==> src/rtl/linebuf_pkg.sv <==
// Shared constants and types for the double-buffered scanline buffer and its controller.
package linebuf_pkg;
  localparam int unsigned LB_IDX_W    = 9;
  localparam int unsigned LB_COLOR_W  = 6;
  localparam int unsigned LB_DATA_W   = 8;
  localparam int unsigned LB_PRIO_BIT = 6;

  typedef enum logic [1:0] {IDLE, CLEAR, RENDER, SPR_WR} lb_state_e;

  typedef struct packed {
    logic [LB_IDX_W-1:0]   idx;
    logic [LB_COLOR_W-1:0] data;
    logic                  prio;
  } lb_spr_req_t;

  // Stored pixel byte: [5:0] colour, [6] tile-priority flag, [7] reserved zero.
  function automatic logic [LB_DATA_W-1:0] lb_pixel(input logic prio,
                                                    input logic [LB_COLOR_W-1:0] color);
    return {1'b0, prio, color};
  endfunction
endpackage

==> src/rtl/linebuf_ctrl_if.sv <==
// Renderer request handshakes plus the render-side port of the line buffer.
interface linebuf_ctrl_if;
  import linebuf_pkg::*;

  logic                  tile_valid;
  logic                  tile_ready;
  logic [LB_IDX_W-1:0]   tile_idx;
  logic [LB_COLOR_W-1:0] tile_data;
  logic                  tile_prio;

  logic                  spr_valid;
  logic                  spr_ready;
  logic [LB_IDX_W-1:0]   spr_idx;
  logic [LB_COLOR_W-1:0] spr_data;
  logic                  spr_prio;

  logic                  linesel;
  logic [LB_IDX_W-1:0]   idx1;
  logic [LB_DATA_W-1:0]  wrdata1;
  logic                  wren1;
  logic [LB_DATA_W-1:0]  rddata1;

  modport master (
    output tile_valid, tile_idx, tile_data, tile_prio,
    output spr_valid, spr_idx, spr_data, spr_prio,
    output rddata1,
    input  tile_ready, spr_ready, linesel, idx1, wrdata1, wren1
  );

  modport slave (
    input  tile_valid, tile_idx, tile_data, tile_prio,
    input  spr_valid, spr_idx, spr_data, spr_prio,
    input  rddata1,
    output tile_ready, spr_ready, linesel, idx1, wrdata1, wren1
  );
endinterface

==> src/rtl/linebuf_ctrl.sv <==
// Scanline buffer sequencer: toggles halves per line, clears the render half,
// then arbitrates the single render port between tile writes and sprite read-modify-writes.
module linebuf_ctrl
  import linebuf_pkg::*;
#(
  parameter int unsigned LINE_W = 320
) (
  input  logic          clk,
  input  logic          reset,
  input  logic          line_start,
  linebuf_ctrl_if.slave lb,
  output logic          busy,
  output logic          overrun,
  input  logic          overrun_clr
);
  localparam logic [LB_IDX_W-1:0] CLR_LAST = LB_IDX_W'(LINE_W - 1);

  lb_state_e           state, state_n;
  logic [LB_IDX_W-1:0] clr_cnt, clr_cnt_n;
  logic                linesel;
  lb_spr_req_t         spr_q;

  logic                 spr_take_c;
  logic                 spr_wr_en_c;
  logic                 tile_ready_c;
  logic                 spr_ready_c;
  logic                 wren1_c;
  logic [LB_IDX_W-1:0]  idx1_c;
  logic [LB_DATA_W-1:0] wrdata1_c;

  // Transparent sprites never write; a prio-flagged tile pixel is only covered by a prio sprite.
  assign spr_wr_en_c = (spr_q.data != '0) && !(lb.rddata1[LB_PRIO_BIT] && !spr_q.prio);

  always_comb begin
    state_n      = state;
    clr_cnt_n    = clr_cnt;
    spr_take_c   = 1'b0;
    tile_ready_c = 1'b0;
    spr_ready_c  = 1'b0;
    wren1_c      = 1'b0;
    idx1_c       = '0;
    wrdata1_c    = '0;

    unique case (state)
      IDLE: ;
      CLEAR: begin
        idx1_c  = clr_cnt;
        wren1_c = 1'b1;
        if (clr_cnt == CLR_LAST) state_n = RENDER;
        else                     clr_cnt_n = clr_cnt + LB_IDX_W'(1);
      end
      RENDER: begin
        // A line start blocks new grants; the requester retries after the clear.
        if (!line_start) begin
          if (lb.tile_valid) begin
            tile_ready_c = 1'b1;
            idx1_c       = lb.tile_idx;
            wrdata1_c    = lb_pixel(lb.tile_prio, lb.tile_data);
            wren1_c      = 1'b1;
          end else if (lb.spr_valid) begin
            spr_ready_c = 1'b1;
            spr_take_c  = 1'b1;
            idx1_c      = lb.spr_idx;
            state_n     = SPR_WR;
          end
        end
      end
      SPR_WR: begin
        idx1_c    = spr_q.idx;
        wrdata1_c = lb_pixel(1'b0, spr_q.data);
        wren1_c   = spr_wr_en_c;
        state_n   = RENDER;
      end
      default: state_n = IDLE;
    endcase

    if (line_start) begin
      state_n   = CLEAR;
      clr_cnt_n = '0;
    end
  end

  always_ff @(posedge clk) begin
    if (reset) begin
      state   <= IDLE;
      clr_cnt <= '0;
      linesel <= 1'b0;
      busy    <= 1'b0;
      overrun <= 1'b0;
      spr_q   <= '0;
    end else begin
      state   <= state_n;
      clr_cnt <= clr_cnt_n;
      busy    <= (state_n == CLEAR);
      if (line_start) linesel <= ~linesel;
      if (spr_take_c) spr_q <= '{idx: lb.spr_idx, data: lb.spr_data, prio: lb.spr_prio};
      // A new line arriving mid-clear is flagged; the set takes precedence over the clear.
      if (line_start && (state == CLEAR)) overrun <= 1'b1;
      else if (overrun_clr)               overrun <= 1'b0;
    end
  end

  assign lb.tile_ready = tile_ready_c;
  assign lb.spr_ready  = spr_ready_c;
  assign lb.idx1       = idx1_c;
  assign lb.wrdata1    = wrdata1_c;
  assign lb.wren1      = wren1_c;
  assign lb.linesel    = linesel;
endmodule

==> src/flat_wrapper.sv <==
// flat-port wrapper written by rule: the top's interface ports become plain ports
module linebuf_ctrl_flat import linebuf_pkg::*;
#(
  parameter int unsigned LINE_W = 320
)
  (clk, reset, line_start, busy, overrun, overrun_clr, lb_tile_valid, lb_tile_idx, lb_tile_data, lb_tile_prio, lb_spr_valid, lb_spr_idx, lb_spr_data, lb_spr_prio, lb_rddata1, lb_tile_ready, lb_spr_ready, lb_linesel, lb_idx1, lb_wrdata1, lb_wren1);
  linebuf_ctrl_if lb_i ();
  input  logic clk;
  input  logic reset;
  input  logic line_start;
  output logic busy;
  output logic overrun;
  input  logic overrun_clr;
  input wire logic [$bits(lb_i.tile_valid)-1:0] lb_tile_valid;
  input wire logic [$bits(lb_i.tile_idx)-1:0] lb_tile_idx;
  input wire logic [$bits(lb_i.tile_data)-1:0] lb_tile_data;
  input wire logic [$bits(lb_i.tile_prio)-1:0] lb_tile_prio;
  input wire logic [$bits(lb_i.spr_valid)-1:0] lb_spr_valid;
  input wire logic [$bits(lb_i.spr_idx)-1:0] lb_spr_idx;
  input wire logic [$bits(lb_i.spr_data)-1:0] lb_spr_data;
  input wire logic [$bits(lb_i.spr_prio)-1:0] lb_spr_prio;
  input wire logic [$bits(lb_i.rddata1)-1:0] lb_rddata1;
  output wire logic [$bits(lb_i.tile_ready)-1:0] lb_tile_ready;
  output wire logic [$bits(lb_i.spr_ready)-1:0] lb_spr_ready;
  output wire logic [$bits(lb_i.linesel)-1:0] lb_linesel;
  output wire logic [$bits(lb_i.idx1)-1:0] lb_idx1;
  output wire logic [$bits(lb_i.wrdata1)-1:0] lb_wrdata1;
  output wire logic [$bits(lb_i.wren1)-1:0] lb_wren1;
  assign lb_i.tile_valid = lb_tile_valid;
  assign lb_i.tile_idx = lb_tile_idx;
  assign lb_i.tile_data = lb_tile_data;
  assign lb_i.tile_prio = lb_tile_prio;
  assign lb_i.spr_valid = lb_spr_valid;
  assign lb_i.spr_idx = lb_spr_idx;
  assign lb_i.spr_data = lb_spr_data;
  assign lb_i.spr_prio = lb_spr_prio;
  assign lb_i.rddata1 = lb_rddata1;
  assign lb_tile_ready = lb_i.tile_ready;
  assign lb_spr_ready = lb_i.spr_ready;
  assign lb_linesel = lb_i.linesel;
  assign lb_idx1 = lb_i.idx1;
  assign lb_wrdata1 = lb_i.wrdata1;
  assign lb_wren1 = lb_i.wren1;
  linebuf_ctrl #(.LINE_W(LINE_W)) u_core (.clk(clk), .reset(reset), .line_start(line_start), .lb(lb_i), .busy(busy), .overrun(overrun), .overrun_clr(overrun_clr));
endmodule
==> config.mk <==
export PLATFORM = sky130hd
export DESIGN_NAME = linebuf_ctrl_flat
export DESIGN_NICKNAME = d
export VERILOG_FILES = /design/src/rtl/linebuf_pkg.sv /design/src/rtl/linebuf_ctrl_if.sv /design/src/rtl/linebuf_ctrl.sv /design/src/flat_wrapper.sv
export SDC_FILE = /design/constraint.sdc
export NUM_CORES = 1
export LEC_CHECK = 0
export ABC_AREA = 1
export CAP_MARGIN = 30
export CORE_MARGIN = 5
export CORE_UTILIZATION = 35
export DETAILED_ROUTE_END_ITERATION = 16
export GPL_TIMING_DRIVEN = 0
export HOLD_SLACK_MARGIN = 0.15
export PLACE_DENSITY = 0.67
export SLEW_MARGIN = 10
export SYNTH_ARGS = -nofsm -noshare
export SYNTH_HDL_FRONTEND = slang
export SYNTH_SLANG_ARGS = --single-unit
==> constraint.sdc <==
create_clock -name clk -period 2.5 [get_ports clk]
set_input_delay 0.5 -clock clk [delete_from_list [all_inputs] [get_ports clk]]
set_output_delay 0.5 -clock clk [all_outputs]
set_load 0.1 [all_outputs]
==> metrics.md, run 1 <==
| Metric | Value |
|---|---|
| Status | `finished clean` |
| Yosys top cell by area | `dfxtp_1` |
| Hold path cells | `2` |
| Die outline width | `78.1 um` |
| CTS clock-pin slew for the worst setup and hold paths | `60 ps` |
| Diode count | `0` |
| Core area | `4410 sq um` |
| Vias in the first global route | `1665` |
| Final nets | `360` |
| CTS Root Buffer Type | `clkbuf_8` |
| Post-synthesis register bit count | `30` |
| Average size of a mapped cell | `6.59 sq um` |
| Mapped Cells | `246` |
| Die Area | `6090 sq um` |
| Antenna violations before repair | `0` |
| Hold WC Path Type | `flip-flop to flip-flop` |
| Total congestion overflow | `0` |
| CTS Buf Count | `5` |
| Routed vias | `1740` |
| Worst Reg-to-Reg Cells | `7` |
| Largest net degree at the start of global routing | `11` |
| Netlist Area Pre-Place | `1620 sq um` |
| Fin. max-slew vios | `0` |
| First-pass detailed-route iteration total | `4` |
| Area grow syn2layout | `46.0%` |
| Cts hold-fix bufs | `0` |
| Count of final hold-check violations | `0` |
| Initial Util | `36.7%` |
| Data arrival, critical path | `1810 ps` |
| Top post-synthesis cells by count | `95 x nand2_1, 31 x a21oi_1, 30 x dfxtp_1, 22 x inv_1, 15 x nor2_1` |
| Critical path cell sequence | `nand2_1, inv_1, clkbuf_4, a22o_1, clkbuf_4` |
| Worst setup EP type | `primary output` |
| Yosys top cell area share | `37.0%` |
| Worst VDD drop | `0.219 mV` |
| Most common cell in the synthesized netlist | `nand2_1` |
| Cell Pwr Density | `451 nW/um^2` |
| Critical Path RT | `2000 ps` |
| DP HPWL | `3730 um` |
| Routed len/inst | `13.5 um` |
| CP dominant cell by count | `clkbuf_4` |
| Relative slew margins | `35.2%` |
| Post-route cell area | `2370 sq um` |
| RSZ-0062 raised after global routing | `no` |
| CTS tree | `yes` |
| Synth cell types | `27` |
| P_leak | `0.000969 uW` |
| 1st-iter DRT viols | `70` |
| Fin crit share | `92.3%` |
| Critical path class | `flip-flop to primary output` |
| Maximum fanout along the worst path | `10` |
| Clock Sinks | `30` |
| Die Ht | `78.1 um` |
| Register area share after synthesis | `37.0%` |
| Synth Flop Type | `dfxtp_1` |
| IO Pins | `69` |
| Min Tclk post-route | `2310 ps` |
| CP startpoint kind | `flip-flop` |
| Peak Freq | `433 MHz` |
| Post-synth EDFFs | `0` |
| Row count | `24` |
| Crit path depth | `5` |
| Cell at the slowest stage of the critical path | `dfxtp_1` |
| FFs w/ async S/R, synth | `0%` |
| Tot GR Track Use | `16.1%` |
| # DRC | `0` |
| First-pass GRT wire length | `8030 um` |
| Share of cells above drive strength 1 | `15.1%` |
| Vias/cell | `4.78` |
| Max stage delay on crit path | `420 ps` |
| Max-cap violations | `0` |
| Power, Total | `1070 uW` |
| Routed Antenna Nets | `0` |
| H-tree levels | `2` |
| Post-Place Cell Area | `2300 sq um` |
| Delay-heaviest family, CP | `buffers and inverters` |
| Layout Skew | `6.75 ps` |
| Crit path buffers/inverters | `3` |
| CTS Buffer Depth | `2` |
| RePlAce Congestion | `0.839` |
| Total wire length | `4910 um` |
| Clk_lat worst skew | `280 ps` |
| Syn_nets | `293` |
| Area contributors post-synth | `dfxtp_1 37%, nand2_1 22%, a21oi_1 9.6%` |
| # setup viols final | `0` |
| IO Port Bufs | `60` |
| Ys Warns | `0` |
| Setup Buffers After CTS | `0` |
| Slew @ Worst Pin | `969 ps` |
## cell type report
type	count	area [sq um]
multi-input combinational	183	885
clock buffer	6	82.6
tap	52	65.1
timing repair buffer	60	583
buffer	9	61.3
sequential	30	601
inverter	24	90.1
fill	476	2050
## stage by stage
stage / hold slack [ps] / TNS (ps) / setup WS [ps] / util, % / instances
after detailed placement: 452 / -16010 / -927 / 52.0 / 358
final: 460 / 0 / 193 / 53.6 / 364
after floorplan: 434 / -142 / -68.4 / - / 246
after global routing: 475 / 0 / 47.4 / 53.6 / 364
after global placement: 449 / -16020 / -927 / 52.0 / 358
after CTS: 461 / 0 / 48.4 / 53.1 / 364
## registers in the layout, indices dropped and copies added (netlist names)
register / cells
u_core.lb.linesel: 1
u_core.busy: 1
u_core.overrun: 1
u_core.clr_cnt: 9
u_core.spr_q: 16
u_core.state: 2
## final timing paths
| check | slack [ps] | end | start |
|---|---|---|---|
| setup / recovery | 190 | lb_wrdata1[3] | u_core.state[0]$_SDFF_PP0_ |
| hold / removal | 460 | u_core.spr_q[6]$_SDFFE_PP0P_ | u_core.spr_q[6]$_SDFFE_PP0P_ |
| setup reg to reg | 970 | u_core.state[1]$_SDFF_PP0_ | u_core.clr_cnt[1]$_SDFFE_PP0P_ |
| hold reg to reg | 460 | u_core.spr_q[6]$_SDFFE_PP0P_ | u_core.spr_q[6]$_SDFFE_PP0P_ |
## routing by layer
layer | wire length, um | share of wire, % | GRT usage, %
met5 | 0 | 0 | 0
met4 | 0 | 0 | 3.55
met3 | 343 | 7.0 | 5.95
met2 | 2220 | 45 | 25.3
met1 | 2340 | 48 | 20.9
## report_power, final
part           internal, uW  switching (uW)  total [uW]
Sequential              486            6.00         492
Clock                   212             167         378
Combinational          80.1             118         198
Total                   777             291        1070
## cell usage in the layout (no fill, tap or decap)
| master | instances |
|---|---|
| a21oi_1 | 31 |
| a21oi_2 | 1 |
| a22o_1 | 4 |
| a22oi_1 | 2 |
| buf_1 | 2 |
| buf_2 | 3 |
| buf_4 | 13 |
| buf_6 | 4 |
| buf_8 | 3 |
| clkbuf_4 | 3 |
| clkbuf_8 | 6 |
| clkdlybuf4s50_1 | 39 |
| conb_1 | 1 |
| dfxtp_1 | 30 |
| dlygate4sd2_1 | 1 |
| dlymetal6s2s_1 | 1 |
| ha_1 | 1 |
| inv_1 | 21 |
| inv_2 | 3 |
| nand2_1 | 94 |
| nand2_2 | 2 |
| nand2_4 | 1 |
| nand3_1 | 7 |
| nand4_1 | 8 |
| nor2_1 | 14 |
| nor2_2 | 3 |
| nor2_4 | 2 |
| nor2_8 | 1 |
| nor3_1 | 1 |
| o211ai_1 | 2 |
| o21ai_0 | 2 |
| o21ai_1 | 1 |
| o21ai_2 | 2 |
| xnor2_1 | 1 |
| xor2_1 | 2 |
## logic make-up (layout without fill, tap and decap cells)
group                    count (synthesis)  count (layout)  share of synthesized area, %
adder cells (fa/ha/maj)                  1               1                         0.771
XOR/XNOR                                 3               3                          1.62
AO/OA/AOI/OAI                           45              45                          15.7
other                                    1               1                         0.231
flip-flops                              30              30                          37.0
buffers and inverters                   33              99                          9.18
AND/OR/NAND/NOR                        133             133                          35.5
## tightest hold or removal path: stages (launching register included)
cell	delay [ps]
dfxtp_1	310
nand2_1	60
a21oi_1	50
## repair_timing
item	in CTS	in global routing
pin swaps	0	0
endpoints found under the setup margin	19	13
cloned	0	0
gates resized for setup	119	7
Note: power is estimated with default switching activity, not from simulation.
==> run 2: changes to the inputs <==
--- a/config.mk
+++ b/config.mk
@@ -12,7 +12,7 @@
 export DETAILED_ROUTE_END_ITERATION = 16
 export GPL_TIMING_DRIVEN = 0
 export HOLD_SLACK_MARGIN = 0.15
-export PLACE_DENSITY = 0.67
+export PLACE_DENSITY = 0.72
 export SLEW_MARGIN = 10
 export SYNTH_ARGS = -nofsm -noshare
 export SYNTH_HDL_FRONTEND = slang
==> metrics.md, run 2 (synthesis results as in run 1) <==
| Metric | Value |
|---|---|
| Die Area | `6090 sq um (unchanged)` |
| Tot GR Track Use | `15.8% (was 16.1%)` |
| Cell Pwr Density | `453 nW/um^2 (was 451 nW/um^2)` |
| Routed len/inst | `13.1 um (was 13.5 um)` |
| Grt met2 use | `24.3% (was 25.3%)` |
| Fin. max-slew vios | `0 (unchanged)` |
| H-tree levels | `2 (unchanged)` |
| Die Ht | `78.1 um (unchanged)` |
| P_leak | `0.000991 uW (was 0.000969 uW)` |
| Placement Setup Slack | `-928 ps (was -927 ps)` |
| 1st-iter DRT viols | `101 (was 70)` |
| Area grow syn2layout | `49.1% (was 46.0%)` |
| CTS tree | `yes (unchanged)` |
| Grt met1 use | `20.9% (about the same)` |
| FF-to-FF setup slack | `910 ps (was 970 ps)` |
| Cell at the slowest stage of the critical path | `dfxtp_1 (unchanged)` |
| # setup viols final | `0 (unchanged)` |
| Relative slew margins | `35.2% (about the same)` |
| Critical Path RT | `2000 ps (about the same)` |
| Vias/cell | `4.84 (was 4.78)` |
| RePlAce Congestion | `0.893 (was 0.839)` |
| Final worst setup slack | `190 ps (was 193 ps)` |
| Max-cap violations | `0 (unchanged)` |
| Most frequent cells in the layout | `94 x nand2_1, 39 x clkdlybuf4s50_1, 31 x a21oi_1, 30 x dfxtp_1, 21 x inv_1 (unchanged)` |
| Largest regs | `u_core.spr_q x16, u_core.clr_cnt x9, u_core.state x2 (unchanged)` |
| Hold WC Path Type | `flip-flop to flip-flop (unchanged)` |
| Data arrival, critical path | `1810 ps (about the same)` |
| Post-CTS Resized | `129 (was 119)` |
| Peak Freq | `433 MHz (about the same)` |
| Row count | `24 (unchanged)` |
| Cts hold-fix bufs | `0 (unchanged)` |
| Worst Reg-to-Reg Cells | `7 (unchanged)` |
| Status | `finished clean (unchanged)` |
| Clk_lat worst skew | `280 ps (about the same)` |
| DP HPWL | `3710 um (was 3730 um)` |
| Hold Worst Slack | `461 ps (was 460 ps)` |
| Largest net degree at the start of global routing | `11 (unchanged)` |
| Worst VDD drop | `0.271 mV (was 0.219 mV)` |
| IO Port Bufs | `60 (unchanged)` |
| CP startpoint kind | `flip-flop (unchanged)` |
| Total wire length | `4810 um (was 4910 um)` |
| Commonest non-fill, non-tap cell in the layout | `nand2_1 (unchanged)` |
| Routed Antenna Nets | `0 (unchanged)` |
| Maximum fanout along the worst path | `10 (unchanged)` |
| CTS Buf Count | `5 (unchanged)` |
| Routed vias | `1770 (was 1740)` |
| Hold path start | `u_core.spr_q[0]$_SDFFE_PP0P_ (was u_core.spr_q[6]$_SDFFE_PP0P_)` |
| CTS clock-pin slew for the worst setup and hold paths | `60 ps (about the same)` |
| Diode count | `0 (unchanged)` |
| RR Endpoint | `u_core.clr_cnt[8]$_SDFFE_PP0P_ (was u_core.state[1]$_SDFF_PP0_)` |
| Critical path cell sequence | `nand2_1, inv_1, buf_2, a22o_1, clkbuf_4 (was nand2_1, inv_1, clkbuf_4, a22o_1, clkbuf_4)` |
| Clock Sinks | `30 (unchanged)` |
| Layout Skew | `3.43 ps (was 6.75 ps)` |
| RSZ-0062 raised after global routing | `no (unchanged)` |
| CTS Root Buffer Type | `clkbuf_8 (unchanged)` |
| Initial Util | `36.7% (unchanged)` |
| Core area | `4410 sq um (unchanged)` |
| Endpoint, Worst Hold | `u_core.spr_q[0]$_SDFFE_PP0P_ (was u_core.spr_q[6]$_SDFFE_PP0P_)` |
| Slew @ Worst Pin | `969 ps (about the same)` |
| Share of cells above drive strength 1 | `15.3% (was 15.1%)` |
| Number of flip-flops under the largest register name | `16 (unchanged)` |
| Post-Place Cell Area | `2300 sq um (unchanged)` |
| Antenna violations before repair | `0 (unchanged)` |
| Hold path cells | `2 (unchanged)` |
| Setup Buffers After CTS | `0 (unchanged)` |
| RR Startpoint | `u_core.clr_cnt[1]$_SDFFE_PP0P_ (unchanged)` |
| Vias in the first global route | `1659 (was 1665)` |
| CTS Buffer Depth | `2 (unchanged)` |
| Total congestion overflow | `0 (unchanged)` |
| Post-route cell area | `2420 sq um (was 2370 sq um)` |
| Min Tclk post-route | `2310 ps (about the same)` |
| Max stage delay on crit path | `420 ps (about the same)` |
| First-pass GRT wire length | `7940 um (was 8030 um)` |
| Die outline width | `78.1 um (unchanged)` |
| GR Util met3 | `5.84% (was 5.95%)` |
| # DRC | `0 (unchanged)` |
| Count of final hold-check violations | `0 (unchanged)` |
| Fin crit share | `92.4% (was 92.3%)` |
| Gr busiest metal | `met2 (unchanged)` |
| Critical path class | `flip-flop to primary output (unchanged)` |
| IO Pins | `69 (unchanged)` |
| Worst setup EP type | `primary output (unchanged)` |
| Filler Cells Inserted | `445 (was 476)` |
| Most flops, register | `u_core.spr_q (unchanged)` |
| First-pass detailed-route iteration total | `4 (unchanged)` |
| Final nets | `360 (unchanged)` |
[run 2: cell types whose count changed in the layout (fill, tap and decap cells not counted)]
cell,before,now
buf_4,13,6
buf_6,4,10
buf_12,0,2
buf_2,3,4
buf_8,3,2
clkbuf_1,0,1
clkbuf_4,3,2
clkinv_2,0,1
dlygate4sd2_1,1,0
dlymetal6s2s_1,1,2
[run 2: worst max-delay path by stage]
stage,from,endpoint,cells after the start
floorplan,line_start,lb_wrdata1[6],6
global placement,line_start,lb_wren1,8
detailed placement,line_start,lb_idx1[3],8
CTS,line_start,lb_wrdata1[6],8
global route,u_core.state[0]$_SDFF_PP0_,lb_wrdata1[3],5
finish,u_core.state[0]$_SDFF_PP0_,lb_wrdata1[2],5
[run 2: per-stage QoR]
step           util (%)  setup TNS, ps  power, uW  cells
2_1_floorplan         -           -142        608    246
3_3_place_gp       52.0         -16050        699    358
3_5_place_dp       52.0         -16150        699    358
4_1_cts            54.4              0       1110    366
5_1_grt            54.8              0       1140    366
6_report           54.8              0       1100    366
[run 2: cell type report]
class / instances / area [sq um] / share of cell area [%]
Timing Repair Buffer: 60 / 627 / 25.9
Tap cell: 52 / 65.1 / 2.69
Clock buffer: 7 / 86.3 / 3.57
Inverter: 24 / 90.1 / 3.73
Multi-Input combinational cell: 183 / 885 / 36.6
Clock inverter: 1 / 5.00 / 0.207
Sequential cell: 30 / 601 / 24.8
Buffer: 9 / 58.8 / 2.43
[run 2: metal layers]
layer	routed length, um	up-vias
met4	43	0
met3	348	6
li1	-	922
met5	0	-
met1	2250	792
met2	2160	50
[run 2: critical path, delay by kind of cell, from the launching register on]
kind | cells | cell delay, ps
buf+inv | 3 | 790
flops | 1 | 420
compound gates | 1 | 170
simple gates | 1 | 150
[run 2: report_power, final]
group	internal, uW	switching [uW]
Sequential	485	5.80
Clock	222	180
Combinational	83.8	119
==> run 3: changes to the inputs <==
--- a/config.mk
+++ b/config.mk
@@ -13,7 +13,9 @@
 export GPL_TIMING_DRIVEN = 0
 export HOLD_SLACK_MARGIN = 0.15
 export PLACE_DENSITY = 0.72
+export SKIP_CTS_REPAIR_TIMING = 1
 export SLEW_MARGIN = 10
 export SYNTH_ARGS = -nofsm -noshare
 export SYNTH_HDL_FRONTEND = slang
 export SYNTH_SLANG_ARGS = --single-unit
+export TNS_END_PERCENT = 100
==> metrics.md, run 3 (synthesis results as in run 1) <==
| Metric | Value |
|---|---|
| Status | `finished clean (unchanged)` |
| # DRC | `0 (unchanged)` |
| Vias in the first global route | `1626 (was 1659)` |
| Power, Total | `1090 uW (was 1100 uW)` |
| Post-Place Cell Area | `2300 sq um (unchanged)` |
| Worst VDD drop | `0.270 mV (was 0.271 mV)` |
| Area grow syn2layout | `48.0% (was 49.1%)` |
| Critical Path RT | `2000 ps (about the same)` |
| Internal power | `788 uW (was 791 uW)` |
| Critical path class | `flip-flop to primary output (unchanged)` |
| Wire length on met3 | `378 um (was 348 um)` |
| Fin crit share | `92.1% (was 92.4%)` |
| Antenna violations before repair | `0 (unchanged)` |
| Routed len/inst | `13.0 um (was 13.1 um)` |
| P_leak | `0.000984 uW (was 0.000991 uW)` |
| Endpoint, Worst Hold | `u_core.spr_q[0]$_SDFFE_PP0P_ (unchanged)` |
| Largest net degree at the start of global routing | `11 (unchanged)` |
| Clock Sinks | `30 (unchanged)` |
| Combinational share of power | `18.2% (was 18.5%)` |
| Switching Share | `27.8% (about the same)` |
| Final nets | `360 (unchanged)` |
| Routed Antenna Nets | `0 (unchanged)` |
| Clock share of power | `36.7% (was 36.6%)` |
| Die Ht | `78.1 um (unchanged)` |
| Diode count | `0 (unchanged)` |
| CTS Buffer Depth | `2 (unchanged)` |
| Most frequent cells in the layout | `94 x nand2_1, 39 x clkdlybuf4s50_1, 31 x a21oi_1, 30 x dfxtp_1, 21 x inv_1 (unchanged)` |
| Row count | `24 (unchanged)` |
| DP HPWL | `3710 um (unchanged)` |
| Cell Pwr Density | `455 nW/um^2 (was 453 nW/um^2)` |
| Initial Util | `36.7% (unchanged)` |
| Filler Cells Inserted | `450 (was 445)` |
| Largest regs | `u_core.spr_q x16, u_core.clr_cnt x9, u_core.state x2 (unchanged)` |
| H-tree levels | `2 (unchanged)` |
| Cell at the slowest stage of the critical path | `dfxtp_1 (unchanged)` |
| Max-cap violations | `0 (unchanged)` |
| Peak Freq | `434 MHz (was 433 MHz)` |
| CP startpoint kind | `flip-flop (unchanged)` |
| 1st-iter DRT viols | `109 (was 101)` |
| Max stage delay on crit path | `420 ps (about the same)` |
| Hold path cells | `2 (unchanged)` |
| Hold Worst Slack | `462 ps (was 461 ps)` |
| Core area | `4410 sq um (unchanged)` |
| Vias/cell | `4.84 (about the same)` |
| Routed vias | `1772 (was 1770)` |
| Die Area | `6090 sq um (unchanged)` |
| Tot GR Track Use | `15.6% (was 15.8%)` |
| Commonest non-fill, non-tap cell in the layout | `nand2_1 (unchanged)` |
| Share of cells above drive strength 1 | `15.3% (unchanged)` |
| RSZ-0062 raised after global routing | `no (unchanged)` |
| IO Pins | `69 (unchanged)` |
| IO Port Bufs | `60 (unchanged)` |
| Critical path cell sequence | `nand2_1, inv_1, buf_2, a22o_1, clkbuf_4 (unchanged)` |
| First-pass GRT wire length | `7820 um (was 7940 um)` |
| CTS Root Buffer Type | `clkbuf_8 (unchanged)` |
| Min Tclk post-route | `2300 ps (was 2310 ps)` |
| Die outline width | `78.1 um (unchanged)` |
| RePlAce Congestion | `0.893 (unchanged)` |
| Post-route cell area | `2400 sq um (was 2420 sq um)` |
| Data arrival, critical path | `1800 ps (was 1810 ps)` |
| Fin. max-slew vios | `0 (unchanged)` |
| # setup viols final | `0 (unchanged)` |
| Maximum fanout along the worst path | `10 (unchanged)` |
| Metal-1 WL | `2200 um (was 2250 um)` |
| Layout Skew | `3.17 ps (was 3.43 ps)` |
| CTS tree | `yes (unchanged)` |
| Number of flip-flops under the largest register name | `16 (unchanged)` |
| Total wire length | `4760 um (was 4810 um)` |
| CTS clock-pin slew for the worst setup and hold paths | `60 ps (about the same)` |
| Relative slew margins | `35.1% (was 35.2%)` |
| Net Sw Power | `303 uW (was 304 uW)` |
| DR WL met2 | `2140 um (was 2160 um)` |
| Total congestion overflow | `0 (unchanged)` |
| Slew @ Worst Pin | `971 ps (was 969 ps)` |
| Most flops, register | `u_core.spr_q (unchanged)` |
| RR Startpoint | `u_core.clr_cnt[1]$_SDFFE_PP0P_ (unchanged)` |
| Top layer in use | `met4 (unchanged)` |
| RR Endpoint | `u_core.clr_cnt[8]$_SDFFE_PP0P_ (unchanged)` |
| FF-to-FF setup slack | `920 ps (was 910 ps)` |
| First-pass detailed-route iteration total | `4 (unchanged)` |
| Hold WC Path Type | `flip-flop to flip-flop (unchanged)` |
| Worst Reg-to-Reg Cells | `7 (unchanged)` |
| Sequential Power Share | `45.0% (was 44.8%)` |
| Count of final hold-check violations | `0 (unchanged)` |
| CTS Buf Count | `5 (unchanged)` |
| Hold path start | `u_core.spr_q[0]$_SDFFE_PP0P_ (unchanged)` |
| Clk_lat worst skew | `280 ps (about the same)` |
| Worst setup EP type | `primary output (unchanged)` |
-- run 3: changes by cell type in the layout (fill, tap and decap cells not counted), sizes merged --
cell / change
clkbuf: +4
buf: -4
-- run 3: how the worst max path moves through the flow --
stage | from | end | slack [ps] | cells after the start
after floorplan | line_start | lb_wrdata1[6] | -70 | 6
after global placement | line_start | lb_wren1 | -920 | 8
after detailed placement | line_start | lb_idx1[3] | -930 | 8
after global routing | u_core.state[0]$_SDFF_PP0_ | lb_wrdata1[3] | 80 | 5
final | u_core.state[0]$_SDFF_PP0_ | lb_wrdata1[2] | 200 | 5
after CTS | line_start | lb_idx1[3] | -930 | 8
-- run 3: layout make-up --
cell class	instances	area [sq um]	area share, %
multi-input combinational	183	885	36.9
timing repair buffer	60	609	25.4
sequential	30	601	25.0
inverter	24	90.1	3.75
clock buffer	7	86.3	3.60
tap	52	65.1	2.71
buffer	9	58.8	2.45
clock inverter	1	5.00	0.209
-- run 3: metal layers --
layer | vias up | GRT usage (%)
met2 | 53 | 23.8
li1 | 919 | -
met4 | 0 | 4.73
met5 | - | 0
met1 | 794 | 20.6
met3 | 6 | 5.61
-- run 3: stage by stage --
stage | TNS, ps | setup WS, ps | util, % | std cells
finish | 0 | 198 | 54.4 | 366
global route | 0 | 82.8 | 54.4 | 366
CTS | -16190 | -928 | 54.1 | 366
detailed placement | -16150 | -928 | 52.0 | 358
global placement | -16050 | -922 | 52.0 | 358
floorplan | -142 | -68.4 | - | 246
-- run 3: power by group through the flow --
| stage | combinational (uW) | clock (uW) | sequential, uW |
|---|---|---|---|
| 2_1_floorplan | 80.5 | 0 | 528 |
| 3_3_place_gp | 197 | 0 | 502 |
| 3_5_place_dp | 198 | 0 | 502 |
| 4_1_cts | 199 | 411 | 491 |
| 5_1_grt | 211 | 431 | 492 |
| 6_report | 199 | 401 | 491 |
-- run 3: critical path, delay by kind of cell (launching register included) --
kind	cells	cell delay, ps
buf+inv	3	780
simple gates	1	160
compound gates	1	170
flops	1	420
